**src/rtl/pueo_turf_trig_arbiter.sv**
```systemverilog
// Round-robin arbiter for the TURF trigger issue slot, 4 requesters.
// Optional PUEO_TRIG_ARB_PPS_PRIO_EN: pps (src 1) wins every eligible slot.
module pueo_turf_trig_arbiter #(
  parameter int NSRC  = 4,
  parameter int HOLDW = 8,
  parameter int DROPW = 16
) (
  input  logic                  sysclk_i,
  input  logic                  sysclk_rstn_i,
  input  logic                  slot_ce_i,
  input  logic                  runrst_i,
  input  logic [NSRC-1:0]       src_en_i,
  input  logic [HOLDW-1:0]      holdoff_i,
  input  logic [NSRC*12-1:0]    req_trig_i,
  input  logic [NSRC*8-1:0]     req_meta_i,
  input  logic [NSRC-1:0]       req_valid_i,
  output logic [11:0]           trig_o,
  output logic [7:0]            meta_o,
  output logic [1:0]            src_o,
  output logic                  valid_o,
  output logic [NSRC-1:0]       pending_o,
  output logic [NSRC*DROPW-1:0] drop_cnt_o
);

  logic [NSRC-1:0]  pend_q, pend_d;
  logic [11:0]      tbuf_q [NSRC];
  logic [7:0]       mbuf_q [NSRC];
  logic [DROPW-1:0] drop_q [NSRC];
  logic [HOLDW-1:0] hold_q, hold_d;
  logic [1:0]       ptr_q, ptr_d;
  logic [11:0]      trig_q;
  logic [7:0]       meta_q;
  logic [1:0]       src_q;
  logic             valid_q;

  logic [NSRC-1:0]  elig, gnt_vec, cap, drop;
  logic [1:0]       win, idx;
  logic             found, gnt, ptr_upd;

  always_comb begin
    elig    = pend_q & src_en_i;
    win     = ptr_q;
    idx     = ptr_q;
    found   = 1'b0;
    ptr_upd = 1'b1;
    for (int i = 1; i <= NSRC; i++) begin
      idx = ptr_q + 2'(i);
      if (!found && elig[idx]) begin
        win   = idx;
        found = 1'b1;
      end
    end
`ifdef PUEO_TRIG_ARB_PPS_PRIO_EN
    // pps jumps the queue without disturbing the rr pointer
    if (elig[1]) begin
      win     = 2'd1;
      ptr_upd = 1'b0;
    end
`endif
    gnt     = slot_ce_i && (hold_q == '0) && (|elig);
    gnt_vec = '0;
    if (gnt) gnt_vec[win] = 1'b1;
  end

  always_comb begin
    cap    = '0;
    drop   = '0;
    pend_d = '0;
    for (int k = 0; k < NSRC; k++) begin
      cap[k]  = req_valid_i[k] && src_en_i[k] &&
                (!pend_q[k] || gnt_vec[k]);
      drop[k] = req_valid_i[k] && src_en_i[k] &&
                pend_q[k] && !gnt_vec[k];
      pend_d[k] = src_en_i[k] &&
                  (cap[k] || (pend_q[k] && !gnt_vec[k]));
    end
    if (runrst_i) pend_d = '0;
  end

  always_comb begin
    hold_d = hold_q;
    ptr_d  = ptr_q;
    if (slot_ce_i && (hold_q != '0)) begin
      hold_d = hold_q - 1'b1;
    end else if (gnt) begin
      hold_d = holdoff_i;
      if (ptr_upd) ptr_d = win;
    end
    if (runrst_i) begin
      hold_d = '0;
      ptr_d  = 2'd3;
    end
  end

  always_ff @(posedge sysclk_i or negedge sysclk_rstn_i) begin
    if (!sysclk_rstn_i) begin
      pend_q  <= '0;
      hold_q  <= '0;
      ptr_q   <= 2'd3;
      trig_q  <= '0;
      meta_q  <= '0;
      src_q   <= '0;
      valid_q <= 1'b0;
      for (int k = 0; k < NSRC; k++) begin
        tbuf_q[k] <= '0;
        mbuf_q[k] <= '0;
        drop_q[k] <= '0;
      end
    end else begin
      pend_q  <= pend_d;
      hold_q  <= hold_d;
      ptr_q   <= ptr_d;
      valid_q <= gnt && !runrst_i;
      if (gnt && !runrst_i) begin
        trig_q <= tbuf_q[win];
        meta_q <= mbuf_q[win];
        src_q  <= win;
      end
      for (int k = 0; k < NSRC; k++) begin
        if (cap[k]) begin
          tbuf_q[k] <= req_trig_i[k*12 +: 12];
          mbuf_q[k] <= req_meta_i[k*8 +: 8];
        end
        if (runrst_i) begin
          drop_q[k] <= '0;
        end else if (drop[k] && (drop_q[k] != '1)) begin
          drop_q[k] <= drop_q[k] + 1'b1;
        end
      end
    end
  end

  assign trig_o    = trig_q;
  assign meta_o    = meta_q;
  assign src_o     = src_q;
  assign valid_o   = valid_q;
  assign pending_o = pend_q;

  for (genvar g = 0; g < NSRC; g++) begin : g_drop
    assign drop_cnt_o[g*DROPW +: DROPW] = drop_q[g];
  end

endmodule

```
**config.mk**
```make
export PLATFORM = sky130hd
export DESIGN_NAME = pueo_turf_trig_arbiter
export DESIGN_NICKNAME = d
export VERILOG_FILES = /design/src/rtl/pueo_turf_trig_arbiter.sv
export SDC_FILE = /design/constraint.sdc
export NUM_CORES = 1
export LEC_CHECK = 0
export CAP_MARGIN = 5
export CORE_ASPECT_RATIO = 2
export CORE_MARGIN = 5
export CORE_UTILIZATION = 45
export CTS_CLUSTER_SIZE = 25
export DETAILED_ROUTE_END_ITERATION = 10
export PLACE_DENSITY = 0.75
export SYNTH_ARGS = -nofsm -noshare
export SYNTH_HDL_FRONTEND = slang
export SYNTH_SLANG_ARGS = --single-unit
```
**constraint.sdc**
```tcl
create_clock -name sysclk_i -period 2.3 [get_ports sysclk_i]
set_input_delay 0.23 -clock sysclk_i [delete_from_list [all_inputs] [get_ports sysclk_i]]
set_output_delay 0.23 -clock sysclk_i [all_outputs]
set_load 0.01 [all_outputs]
```
==> impl_metrics.json <==
{
  "place_area_sq_mm": 0.0116,
  "fmax_mhz": 422,
  "power_frac_seq_pct": 41.0,
  "die_height_um": 207,
  "vias_per_cell": 5.70,
  "die_w_um": 109,
  "crit_type": "reg2reg",
  "drt_iter0_drc": 388,
  "violations": "negative setup slack",
  "vias": 7560,
  "end_kind": "flip-flop",
  "slew_violations": 0,
  "wl_per_cell_um": 20.0,
  "setup_slack_ns": -0.0691,
  "syn_nets": 890,
  "clock_sinks": 181,
  "period_share_pct": 103,
  "drc": 0,
  "power_frac_clock_pct": 30.7,
  "skew_ns": 0.0106,
  "first_pass_iters": 6,
  "clkTransAtPathRegs_ns": 0.07,
  "grt_use_total_pct": 23.4,
  "rsz0062_at_grt": "true",
  "cts_buffers": 17,
  "hp-class": "in2reg",
  "max_slew.worst_pin.slew_ns": 0.588,
  "clk-insertion-delay-late_ns": 0.44,
  "ir_drop_mv": 0.608,
  "synth_warnings": 0,
  "drive_gt1_share_pct": 27.4,
  "p_switching_mw": 2.94,
  "swShare_pct": 30.0,
  "crit_path_max_fanout": 5,
  "cp.required_ns": 2.66,
  "synth.top_cell.area_share_pct": 51.2,
  "cp.arrival_ns": 2.73,
  "async_flop_share_pct": 100,
  "leakage_nw": 5.21,
  "synth_edf_count": 0,
  "syn_avg_cell_area_sq_um": 11.2,
  "antenna_found_initial": 2,
  "synth_area_leaders": "dfrtp_1 (51%), mux2_2 (11%), a21oi_1 (3.1%), nor2_1 (3.1%), xnor2_1 (2.5%)",
  "outcome": "complete, but fails checks",
  "ant_nets": 0,
  "ios": 191,
  "grt_max_degree": 56,
  "routabilityCongestion": 0.917,
  "cts_tree": "done",
  "relSlewSlack_pct": 60.8,
  "syn_inst": 784,
  "synth_area_sq_mm": 0.00875,
  "syn_to_final_growth_pct": 45.5,
  "place_inst": 1279,
  "core-area_sq_mm": 0.0193,
  "ys.flop_type": "dfrtp_1",
  "internal-power_mw": 6.85,
  "initial_utilization_pct": 45.4,
  "ys_types": 62,
  "clockRootBuffer": "clkbuf_16",
  "dp_hpwl_um": 18900,
  "clock_path_buffers": 2,
  "yosysSeqAreaShare_pct": 51.8,
  "routed_wirelength_um": 26500,
  "grt_remaining_overflow": 0,
  "grt_pass1_wl_um": 41000,
  "maxCapViolCount": 0,
  "io_buffers": 190,
  "ys_ff_latch": 181,
  "power_density_mw_per_mm2": 770,
  "tns_ns": -0.265,
  "rows": 72,
  "setup_viol": 10,
  "finalCriticalPeriod_ns": 2.37,
  "htree_levels": 4,
  "combinationalPowerShare_pct": 28.3,
  "fin_cells": 1327,
  "fin_area_sq_mm": 0.0127,
  "cp-start-kind": "flip-flop",
  "grt_pass1_vias": 7902,
  "yosys.area.top_type": "dfrtp_1",
  "fp.dieArea_sq_mm": 0.0225,
  "nNetsFinal": 1159,
  "hold_viol": 0
}
-- path summary, 6_finish.rpt --
check,start,to,slack (ns),cells past startpoint
worst min register to register,hold_q[0],hold_q[0],0.46,1
max in group asynchronous,sysclk_rstn_i,pending_o[3],1.26,3
min in group asynchronous,sysclk_rstn_i,tbuf_q[43],0.32,2
worst min-delay path,src_en_i[3],pending_o[3],0.23,2
worst max register to register,ptr_q[0],drop_cnt_o[37],-0.07,7
worst max-delay path,ptr_q[0],drop_cnt_o[37],-0.07,7
-- per-layer routing --
| metal | share of wire [%] | up-vias | global-route usage (%) | routed length (um) |
|---|---|---|---|---|
| li1 | - | 3456 | - | - |
| met1 | 34 | 3798 | 24.4 | 9130 |
| met2 | 57 | 248 | 43.9 | 15100 |
| met3 | 5.2 | 58 | 4.42 | 1370 |
| met4 | 3.4 | 0 | 10.5 | 910 |
| met5 | 0 | - | 0 | 0 |
-- synthesized netlist by cell type, types with 17 or more instances --
| library cell | instances |
|---|---|
| dfrtp_1 | 179 |
| a21oi_1 | 55 |
| mux2_1 | 17 |
| a222oi_1 | 20 |
| xnor2_1 | 25 |
| or4_1 | 19 |
| mux2_2 | 88 |
| clkbuf_1 | 29 |
| and3_1 | 17 |
| o31ai_1 | 17 |
| nand3_1 | 26 |
| nor2_1 | 72 |
| nand2_1 | 35 |
-- layout make-up --
cell class,instances,area (sq um)
multi-input cells,544,4320
diodes,2,5.00
well taps,259,324
flip-flops and latches,181,4530
fillers,1559,6550
clock inverters,13,156
inverters,14,52.6
repair buffers,295,2890
clock buffers,19,453
-- power groups by stage --
stage	logic, mW	registers (mW)	clock network, mW
2_1_floorplan	1.24	4.08	0
3_3_place_gp	2.54	4.04	0
3_5_place_dp	2.60	4.06	0
4_1_cts	2.67	4.01	3.06
5_1_grt	2.99	4.07	3.19
6_report	2.77	4.02	3.01
-- metrics by stage --
step,power (mW),setup WS (ns),util (%),hold slack (ns)
floorplan,5.32,-0.0354,-,-0.0656
global placement,6.58,-0.388,60.4,0.226
detailed placement,6.65,-0.417,60.4,0.232
CTS,9.74,-0.0377,64.4,0.256
global route,10.2,-0.148,66.0,0.231
finish,9.80,-0.0691,66.0,0.227
-- worst max-delay path: stages (launching register included) --
cell      delay, ns
dfstp_2        0.54
buf_4          0.11
a221oi_2       0.03
a22oi_2        0.29
a211oi_4       0.12
or4_4          0.57
or4_4          0.50
a21oi_2        0.13
-- layout by cell type, fill, tap and decap left out, drive strengths merged, types with 4 or more instances in the layout --
master and count:
nor3b 8, nor2 72, and2 10, nand3 26, nand4 15, a222oi 20
buf 105, o21ai 7, and3 17, a22oi 4, nand3b 5, nand2 35
or3 5, and4 6, a2111oi 7, o31ai 18, xnor2 25, or4 21
a221oi 5, clkbuf 20, dfrtp 179, mux2 105, a21boi 4, a211oi 15
xor2 12, inv 22, clkdlybuf4s50 187, ha 6, a21oi 55, nor3 7
-- what timing repair did --
item | 4_1_cts | 5_1_grt
hold buffers | 1 | 0
gates resized for setup | 14 | 72
pin swaps | 16 | 33
setup buffers | 4 | 5
gates cloned | 3 | 3
setup endpoints to repair | 78 | 127
endpoints found under the hold margin | 48 | 0
-- sequential cells by signal, summed over array words and instances, names as in the netlist --
name	flops
tbuf_q	48
pending_o	4
src_o	2
hold_q	8
ptr_q	2
trig_o	12
mbuf_q	32
meta_o	8
drop_cnt_o	64
valid_o	1
-- cells by family after synthesis --
logic type | count (synthesis) | share of synthesized area (%)
compound gates | 152 | 12.5
xor+xnor | 37 | 3.70
fa+ha+maj | 6 | 0.858
buf+inv | 62 | 2.96
flops | 181 | 51.8
mux | 107 | 13.7
simple gates | 239 | 14.5
(Power assumes the default switching activity.)
